[config.mk]
export PLATFORM = sky130hd
export DESIGN_NAME = dp64_operand_packer
export DESIGN_NICKNAME = d
export VERILOG_FILES = /design/src/rtl/dp64_operand_packer.sv
export SDC_FILE = /design/constraint.sdc
export NUM_CORES = 1
export LEC_CHECK = 0
export ABC_AREA = 0
export BUFFER_PORTS_ARGS = -buffer_cell sky130_fd_sc_hd__buf_2
export CORE_MARGIN = 2
export CORE_UTILIZATION = 45
export DETAILED_ROUTE_END_ITERATION = 6
export PLACE_DENSITY = 0.67
export SLEW_MARGIN = 10
export SYNTH_ARGS = -nofsm -noshare
export SYNTH_HDL_FRONTEND = slang
export SYNTH_SLANG_ARGS = --single-unit
[constraint.sdc]
create_clock -name CLK -period 10.23 [get_ports CLK]
set_input_delay 2.5575 -clock CLK [delete_from_list [all_inputs] [get_ports CLK]]
set_output_delay 2.5575 -clock CLK [all_outputs]
set_load 0.005 [all_outputs]
[src/rtl/dp64_operand_packer.sv]
// Packs one operand pair per cycle into zero-padded 64-bit a/b lane vectors for the dp64 datapath.
// Optional word counter output enabled by defining DP64_PACK_WORD_CNT_EN.
module dp64_operand_packer #(
   parameter int DATA_W = 64,
   parameter int CNT_W  = 16
) (
   input  logic              CLK,
   input  logic              rst,
   input  logic              in_valid,
   output logic              in_ready,
   input  logic [15:0]       in_a,
   input  logic [15:0]       in_b,
   input  logic [1:0]        in_mode,
   input  logic              in_last,
   output logic              out_valid,
   input  logic              out_ready,
   output logic [DATA_W-1:0] out_a,
   output logic [DATA_W-1:0] out_b,
   output logic [1:0]        out_mode,
   output logic [5:0]        out_count,
   output logic              mode_err
`ifdef DP64_PACK_WORD_CNT_EN
   ,
   output logic [CNT_W-1:0]  word_cnt
`endif
);

   if (DATA_W != 64 || CNT_W < 1) begin : g_bad_param
      $error("dp64_operand_packer supports DATA_W=64 and CNT_W>=1 only");
   end

   typedef enum logic {S_FILL, S_HOLD} state_t;

   state_t            state_q;
   logic [4:0]        lane_q;
   logic [DATA_W-1:0] fill_a_q, fill_b_q;
   logic [1:0]        fill_mode_q;
   logic              out_valid_q;
   logic [DATA_W-1:0] out_a_q, out_b_q;
   logic [1:0]        out_mode_q;
   logic [5:0]        out_count_q;
   logic              mode_err_q;

   logic [1:0]        eff_mode;
   logic [DATA_W-1:0] lane_mask;
   logic [5:0]        shamt;
   logic [4:0]        last_lane;
   logic [DATA_W-1:0] fill_a_d, fill_b_d;
   logic [5:0]        count_d;
   logic              accept, complete, out_free, out_hs;

   // Mode is taken from the bus only on lane 0; later lanes follow the latched mode.
   assign eff_mode = (lane_q == 5'd0) ? in_mode : fill_mode_q;

   always_comb begin
      lane_mask = 64'h3;
      shamt     = {lane_q, 1'b0};
      last_lane = 5'd31;
      case (eff_mode)
         2'b00: begin
            lane_mask = 64'hFFFF;
            shamt     = {lane_q[1:0], 4'b0000};
            last_lane = 5'd3;
         end
         2'b01: begin
            lane_mask = 64'hFF;
            shamt     = {lane_q[2:0], 3'b000};
            last_lane = 5'd7;
         end
         2'b10: begin
            lane_mask = 64'hF;
            shamt     = {lane_q[3:0], 2'b00};
            last_lane = 5'd15;
         end
         default: begin
            lane_mask = 64'h3;
            shamt     = {lane_q, 1'b0};
            last_lane = 5'd31;
         end
      endcase
   end

   assign fill_a_d = fill_a_q | (({48'b0, in_a} & lane_mask) << shamt);
   assign fill_b_d = fill_b_q | (({48'b0, in_b} & lane_mask) << shamt);
   assign count_d  = {1'b0, lane_q} + 6'd1;

   assign in_ready = (state_q == S_FILL);
   assign accept   = in_valid && in_ready;
   assign complete = accept && (in_last || lane_q == last_lane);
   assign out_hs   = out_valid_q && out_ready;
   assign out_free = !out_valid_q || out_ready;

   always_ff @(posedge CLK or posedge rst) begin
      if (rst) begin
         state_q     <= S_FILL;
         lane_q      <= 5'd0;
         fill_a_q    <= '0;
         fill_b_q    <= '0;
         fill_mode_q <= 2'b00;
         out_valid_q <= 1'b0;
         out_a_q     <= '0;
         out_b_q     <= '0;
         out_mode_q  <= 2'b00;
         out_count_q <= 6'd0;
         mode_err_q  <= 1'b0;
      end else begin
         if (out_hs)
            out_valid_q <= 1'b0;
         if (accept && lane_q != 5'd0 && in_mode != fill_mode_q)
            mode_err_q <= 1'b1;
         case (state_q)
            S_FILL: begin
               if (accept) begin
                  if (complete && out_free) begin
                     out_valid_q <= 1'b1;
                     out_a_q     <= fill_a_d;
                     out_b_q     <= fill_b_d;
                     out_mode_q  <= eff_mode;
                     out_count_q <= count_d;
                     fill_a_q    <= '0;
                     fill_b_q    <= '0;
                     lane_q      <= 5'd0;
                  end else begin
                     fill_a_q    <= fill_a_d;
                     fill_b_q    <= fill_b_d;
                     fill_mode_q <= eff_mode;
                     // lane_q is kept on the final lane so HOLD can derive the count
                     if (complete)
                        state_q <= S_HOLD;
                     else
                        lane_q <= lane_q + 5'd1;
                  end
               end
            end
            S_HOLD: begin
               if (out_hs) begin
                  out_valid_q <= 1'b1;
                  out_a_q     <= fill_a_q;
                  out_b_q     <= fill_b_q;
                  out_mode_q  <= fill_mode_q;
                  out_count_q <= count_d;
                  fill_a_q    <= '0;
                  fill_b_q    <= '0;
                  lane_q      <= 5'd0;
                  state_q     <= S_FILL;
               end
            end
         endcase
      end
   end

   assign out_valid = out_valid_q;
   assign out_a     = out_a_q;
   assign out_b     = out_b_q;
   assign out_mode  = out_mode_q;
   assign out_count = out_count_q;
   assign mode_err  = mode_err_q;

`ifdef DP64_PACK_WORD_CNT_EN
   logic [CNT_W-1:0] word_cnt_q;

   always_ff @(posedge CLK or posedge rst) begin
      if (rst)
         word_cnt_q <= '0;
      else if (out_hs)
         word_cnt_q <= word_cnt_q + CNT_W'(1);
   end

   assign word_cnt = word_cnt_q;
`endif

endmodule

Yosys cells after proc, flatten, opt, wreduce, memory -nomap -nowiden
Index checks and enable logic that the tools add are counted.
{"block": "classes", "n_addsub": 2, "n_eq_ne": 8, "shift": 2, "muxes": 42, "n_bitwise": 6, "n_reduce_logical": 16}
{"operator": "$mux 64", "n": 11}
{"operator": "$pmux 64 s2", "n": 4}
{"operator": "$and 16x64->64", "n": 2}
{"operator": "$or 64x64->64", "n": 2}
{"operator": "$shl 64x6->64", "n": 2}
{"operator": "$pmux 16 s3", "n": 1}
{"operator": "$mux 5", "n": 4}
{"operator": "$mux 6", "n": 3}
{"operator": "$pmux 6 s3", "n": 1}
{"operator": "$pmux 5 s3", "n": 1}
{"operator": "$pmux 6 s2", "n": 1}
{"operator": "$pmux 5 s2", "n": 1}
{"operator": "$reduce_and 3->1", "n": 3}
{"operator": "$mux 1", "n": 8}
{"operator": "$mux 2", "n": 4}
{"operator": "$add 5x1->6 const B", "n": 1}
{"operator": "$logic_and 1x1->1", "n": 6}
{"operator": "$ne 2x1->1 const B", "n": 3}
{"operator": "$add 5x1->5 const B", "n": 1}
{"operator": "$eq 5x5->1", "n": 1}
{"operator": "$logic_not 5->1", "n": 1}
{"operator": "$reduce_bool 5->1", "n": 1}
{"operator": "$pmux 1 s2", "n": 2}
{"operator": "$pmux 2 s2", "n": 1}
{"operator": "other kinds (9)", "n": 11}
{"block": "totals", "ff_bits": 274, "out_inout_bits": 139, "elab_cells": 87}

Depth between registers and ports, before layout
{"block": "depth", "word_depth": 11, "depth_mapped": 13, "mapped_depth_nobuf": 8}

Least setup slack after synthesis
No wires, ideal clock.
{"block": "synth_timing", "path_kind": "in2reg", "from": "input in_mode[1]", "to": "register out_b_q[46], in the netlist out_b[46]", "setup_ns": 0.073, "arrival_time_ns": 4.524, "required_ns": 10.157, "path_slack_ns": 5.633, "stages": 8, "cell_sequence": "clkbuf_1 > mux2i_2 > buf_2 > nand3_1 > o31ai_1 > clkbuf_1 > a21oi_1 > a21oi_2"}
{"block": "synth_between", "elab_chain_cells": 9, "elab_cells_between_ends": 19}
{"element": "start: declaration", "line": "13", "text": "input logic [1:0] in_mode,"}
{"element": "$mux 2 *", "line": "53", "text": "assign eff_mode = (lane_q == 5'd0) ? in_mode : fill_mode_q;"}
{"element": "$eq 2x2->1 (tied with other cells)", "line": "59", "text": "case (eff_mode)"}
{"element": "$pmux 16 s3 / $pmux 5 s3 (equally long branches)", "line": "59"}
{"element": "$and 16x64->64 / $eq 5x5->1 (equally long branches)", "line": "84, 89"}
{"element": "$shl 64x6->64 / $logic_or 1x1->1 (equally long branches)", "line": "84, 89"}
{"element": "$or 64x64->64 / $logic_and 1x1->1 (equally long branches)", "line": "84, 89"}
{"element": "$mux 64 / $logic_and 1x1->1 (equally long branches)", "line": "114", "text": "if (complete && out_free) begin"}
{"element": "$mux 64 / $ne 2x1->1 (equally long branches)"}
{"element": "$pmux 64 s2 / $reduce_and 3->1 (equally long branches)"}
{"element": "end signal: assignment", "line": "117", "text": "out_b_q <= fill_b_d;"}
{"element": "end signal: assignment", "line": "139", "text": "out_b_q <= fill_b_q;"}
{"element": "end: declaration", "line": "39", "text": "logic [DATA_W-1:0] out_a_q, out_b_q;"}
Mark *: on every way between the ends. The rest lies on a longest branch, timed or not. The select of a mux whose other input is x is not followed.
A chain may end at the register's enable or synchronous reset.

Worst setup path in the final report
{"block": "layout_timing", "from": "input in_mode[0]", "to": "register out_a_q[40], in the netlist out_a[40]"}
{"block": "layout_between", "elab_chain_cells": 9, "elab_cells_between_ends": 19}
{"element": "$mux 2 *", "line": "53"}
{"element": "$eq 2x2->1 (tied with other cells)", "line": "59"}
{"element": "$pmux 16 s3 / $pmux 5 s3 (equally long branches)", "line": "59"}
{"element": "$and 16x64->64 / $eq 5x5->1 (equally long branches)", "line": "83, 89"}
{"element": "$shl 64x6->64 / $logic_or 1x1->1 (equally long branches)", "line": "83, 89"}
{"element": "$or 64x64->64 / $logic_and 1x1->1 (equally long branches)", "line": "83, 89"}
{"element": "$mux 64 / $logic_and 1x1->1 (equally long branches)", "line": "114"}
{"element": "$mux 64 / $ne 2x1->1 (equally long branches)"}
{"element": "$pmux 64 s2 / $reduce_and 3->1 (equally long branches)"}
{"element": "end signal: assignment", "line": "116", "text": "out_a_q <= fill_a_d;"}
{"element": "end signal: assignment", "line": "138", "text": "out_a_q <= fill_a_q;"}
{"element": "end: declaration", "line": "39"}
Marks and branches as above.

==> results.py <==
metrics = {
    "grt": {
        "globalRouteMet3Util": 0.0423,
        "grt_pass1_wl_um": 53400,
        "busiest_layer": "met2",
        "grt_max_degree": 186,
        "use_met2": 0.373,
        "antenna_found_initial": 7,
        "gr-usage-all-layers": 0.239,
        "overflow": 0,
        "gr-usage-met1": 0.339,
        "grt_pass1_vias": 9446,
    },
    "drt": {
        "ant_nets": 0,
        "firstDrtPassIters": 7,
        "wl_per_cell_um": 19.0,
        "first_iter_violations": 811,
        "drc_errors": 0,
        "num_vias": 9888,
        "routed_wirelength_um": 33600,
        "vias_per_cell": 5.60,
    },
    "floorplanning": {
        "die_h_um": 168,
        "pin_count": 178,
        "initial_core_util": 0.454,
        "rows": 60,
        "die_w_um": 168,
        "die-area_mm2": 0.0282,
        "core_area_mm2": 0.0267,
    },
    "cts": {
        "clockBufferDepth": 3,
        "cts_tree": "done",
        "clock_latency_ns": 0.55,
        "clkSlewWorstSetupHoldPaths_ns": 0.06,
        "postCtsSetupBuffers": 0,
        "h-tree-depth": 1,
        "cts_made_buffers": 28,
        "cts.sinks": 274,
        "postCtsHoldBufs": 0,
        "post_cts_resize_count": 0,
        "cts-root-buf": "clkbuf_16",
    },
    "worst_setup_path": {
        "worstPathRequired_ns": 10.68,
        "r2r_cells": 10,
        "path_class": "input port to flop",
        "reg2reg_to": "out_a[40]",
        "slowest_delay_ns": 0.78,
        "r2r-start": "lane_q[0]",
        "arrival_ns": 6.14,
        "critical-path-slowest-cell": "a31o_4",
        "critPathBufInv": 3,
        "path_delay_family": "buffers and inverters",
        "cp-end-kind": "flop",
        "cp-start-kind": "input port",
        "rrSetupSlack_ns": 4.62,
        "cp_cell_sequence": "buf_2 > nor2_1 > mux2_4 > a311o_1 > a31o_4 > buf_4 > buf_4 > nor2_1 > a21oi_1",
        "path_max_fanout": 73,
    },
    "synthesis": {
        "yosys.area.top_type_share": 0.567,
        "synth-async-reset-ratio": 1.00,
        "syn_avg_cell_area_um2": 9.58,
        "ys_ff_latch": 274,
        "syn_inst": 1262,
        "synth.most_common_cell": "dfrtp_1",
        "synth_edf_count": 0,
        "yosysTopAreaCell": "dfrtp_1",
        "synth_top_cells_by_area": "dfrtp_1, a21oi_1, nor2_1",
        "ys_types": 65,
        "synth_fp_nets": 1303,
        "synthTopCellsByCount": "dfrtp_1, a21oi_1, nor2_1, nand2_1, o21ai_0",
        "netlist_area_mm2": 0.0121,
        "ys_seq_area_frac": 0.567,
        "yosysWarnings": 0,
        "synth_top_flop_cell": "dfrtp_1",
    },
    "place": {
        "io_buffers": 177,
        "dp.final_hpwl_um": 22700,
        "gp_congestion": 0.919,
        "post-place-cells": 1710,
    },
    "sta": {
        "fmax_ghz": 0.176,
        "finalHoldViolations": 0,
        "setup_viol": 0,
        "slew_violations": 0,
        "worstMarginPinSlew_ns": 1.16,
        "slew_headroom": 0.222,
        "period_minus_slack_ns": 5.69,
        "fin_crit_sh": 0.556,
        "rsz0062_at_grt": "false",
        "fin_tns_setup_ns": 0,
        "skew_ns": 0.0176,
    },
    "cells_and_area": {
        "final_nets": 1440,
        "nFillCells": 2462,
        "drive_gt1_frac": 0.197,
        "areaGrowthSynthToFinish_pct": 15.6,
        "fin_cells": 1766,
    },
    "power_and_ir_drop": {
        "irDropWorstVdd_v": 0.000155,
        "cellLeakagePower_nw": 6.65,
        "power_density_mw_per_mm2": 325,
    },
    "job": {
        "drv_cap": 0,
    },
    "min_path": {
        "hp-class": "flop to flop",
        "holdCritStartpoint": "out_a[20]",
        "hold_depth": 2,
        "min_to": "out_a[20]",
    },
    "status": {
        "outcome": "finished clean",
    },
}
## flip-flops by register name (all words and copies together), names as in the netlist
register and count:
fill_a_q 64, fill_b_q 64, fill_mode_q 2, lane_q 5, mode_err 1, out_a 64, out_b 64, out_count 6
out_mode 2, out_valid 1, state_q 1
## how the worst max path moves through the flow
stage,end,from,slack (ns),depth (start not counted)
3_3_place_gp,out_a[9],in_mode[0],4.09,9
3_5_place_dp,out_b[9],in_mode[0],4.02,9
6_report,out_a[40],in_mode[0],4.54,9
4_1_cts,out_a[57],in_mode[0],4.58,9
5_1_grt,out_b[8],lane_q[0],4.10,10
2_1_floorplan,fill_a_q[0],rst,0.12,1
## cells in the final DEF (no fill, tap or decap), types with 14 or more instances in the layout
cell type  count
and3_1        16
dfrtp_1      274
nand2_1      147
nor2_1       167
clkbuf_16     29
o21ai_0       66
buf_4         19
buf_2        177
a21oi_1      248
mux2i_1       14
a31oi_1       44
o21ai_1       47
## where the power goes
group / internal [mW] / switching [mW] / total (mW)
Clock: 0.552 / 0.411 / 0.963
Combinational: 0.623 / 1.27 / 1.90
Sequential: 1.43 / 0.251 / 1.69
Total: 2.61 / 1.94 / 4.55
## final cells by class
| cell class | count | area, um2 | area share |
|---|---|---|---|
| diodes | 7 | 17.5 | 0.00125 |
| clock buffers | 43 | 788 | 0.0564 |
| clock inverters | 6 | 60.1 | 0.00430 |
| inverters | 6 | 30.0 | 0.00215 |
| multi-input cells | 891 | 4730 | 0.338 |
| flip-flops and latches | 274 | 6860 | 0.491 |
| well taps | 341 | 427 | 0.0305 |
| repair buffers | 198 | 1070 | 0.0764 |
## cell families (layout without fill, tap and decap cells)
group / after synthesis / in the layout / share of synthesized area
adder cells (fa/ha/maj): 2 / 2 / 0.00207
AO/OA/AOI/OAI: 475 / 475 / 0.224
flip-flops: 274 / 274 / 0.567
multiplexers: 19 / 19 / 0.0168
buffers and inverters: 97 / 253 / 0.0459
XOR/XNOR: 6 / 6 / 0.00435
other: 0 / 7 / 0
AND/OR/NAND/NOR: 389 / 389 / 0.140
## stage by stage
| stage | util | setup slack (ns) | power (mW) | area [um2] | hold slack [ns] |
|---|---|---|---|---|---|
| 3_5_place_dp | 0.492 | 4.02 | 3.59 | 13100 | 0.465 |
| 4_1_cts | 0.524 | 4.58 | 4.57 | 14000 | 0.478 |
| 2_1_floorplan | - | 0.120 | 2.91 | 12100 | 0.463 |
| 6_report | 0.525 | 4.54 | 4.55 | 14000 | 0.471 |
| 3_3_place_gp | 0.492 | 4.09 | 3.55 | 13100 | 0.457 |
| 5_1_grt | 0.524 | 4.10 | 4.86 | 14000 | 0.491 |
## tightest hold or removal path: stages (launching register included)
cell and delay (ns):
dfrtp_1 0.34, nand2_1 0.04, o21ai_0 0.06
## per-layer routing
metal | part of all wire | vias to the layer above
met5 | 0.00021 | -
met2 | 0.46 | 357
li1 | - | 4731
met3 | 0.068 | 61
met4 | 0.033 | 2
met1 | 0.44 | 4737
(Power assumes the default switching activity.)
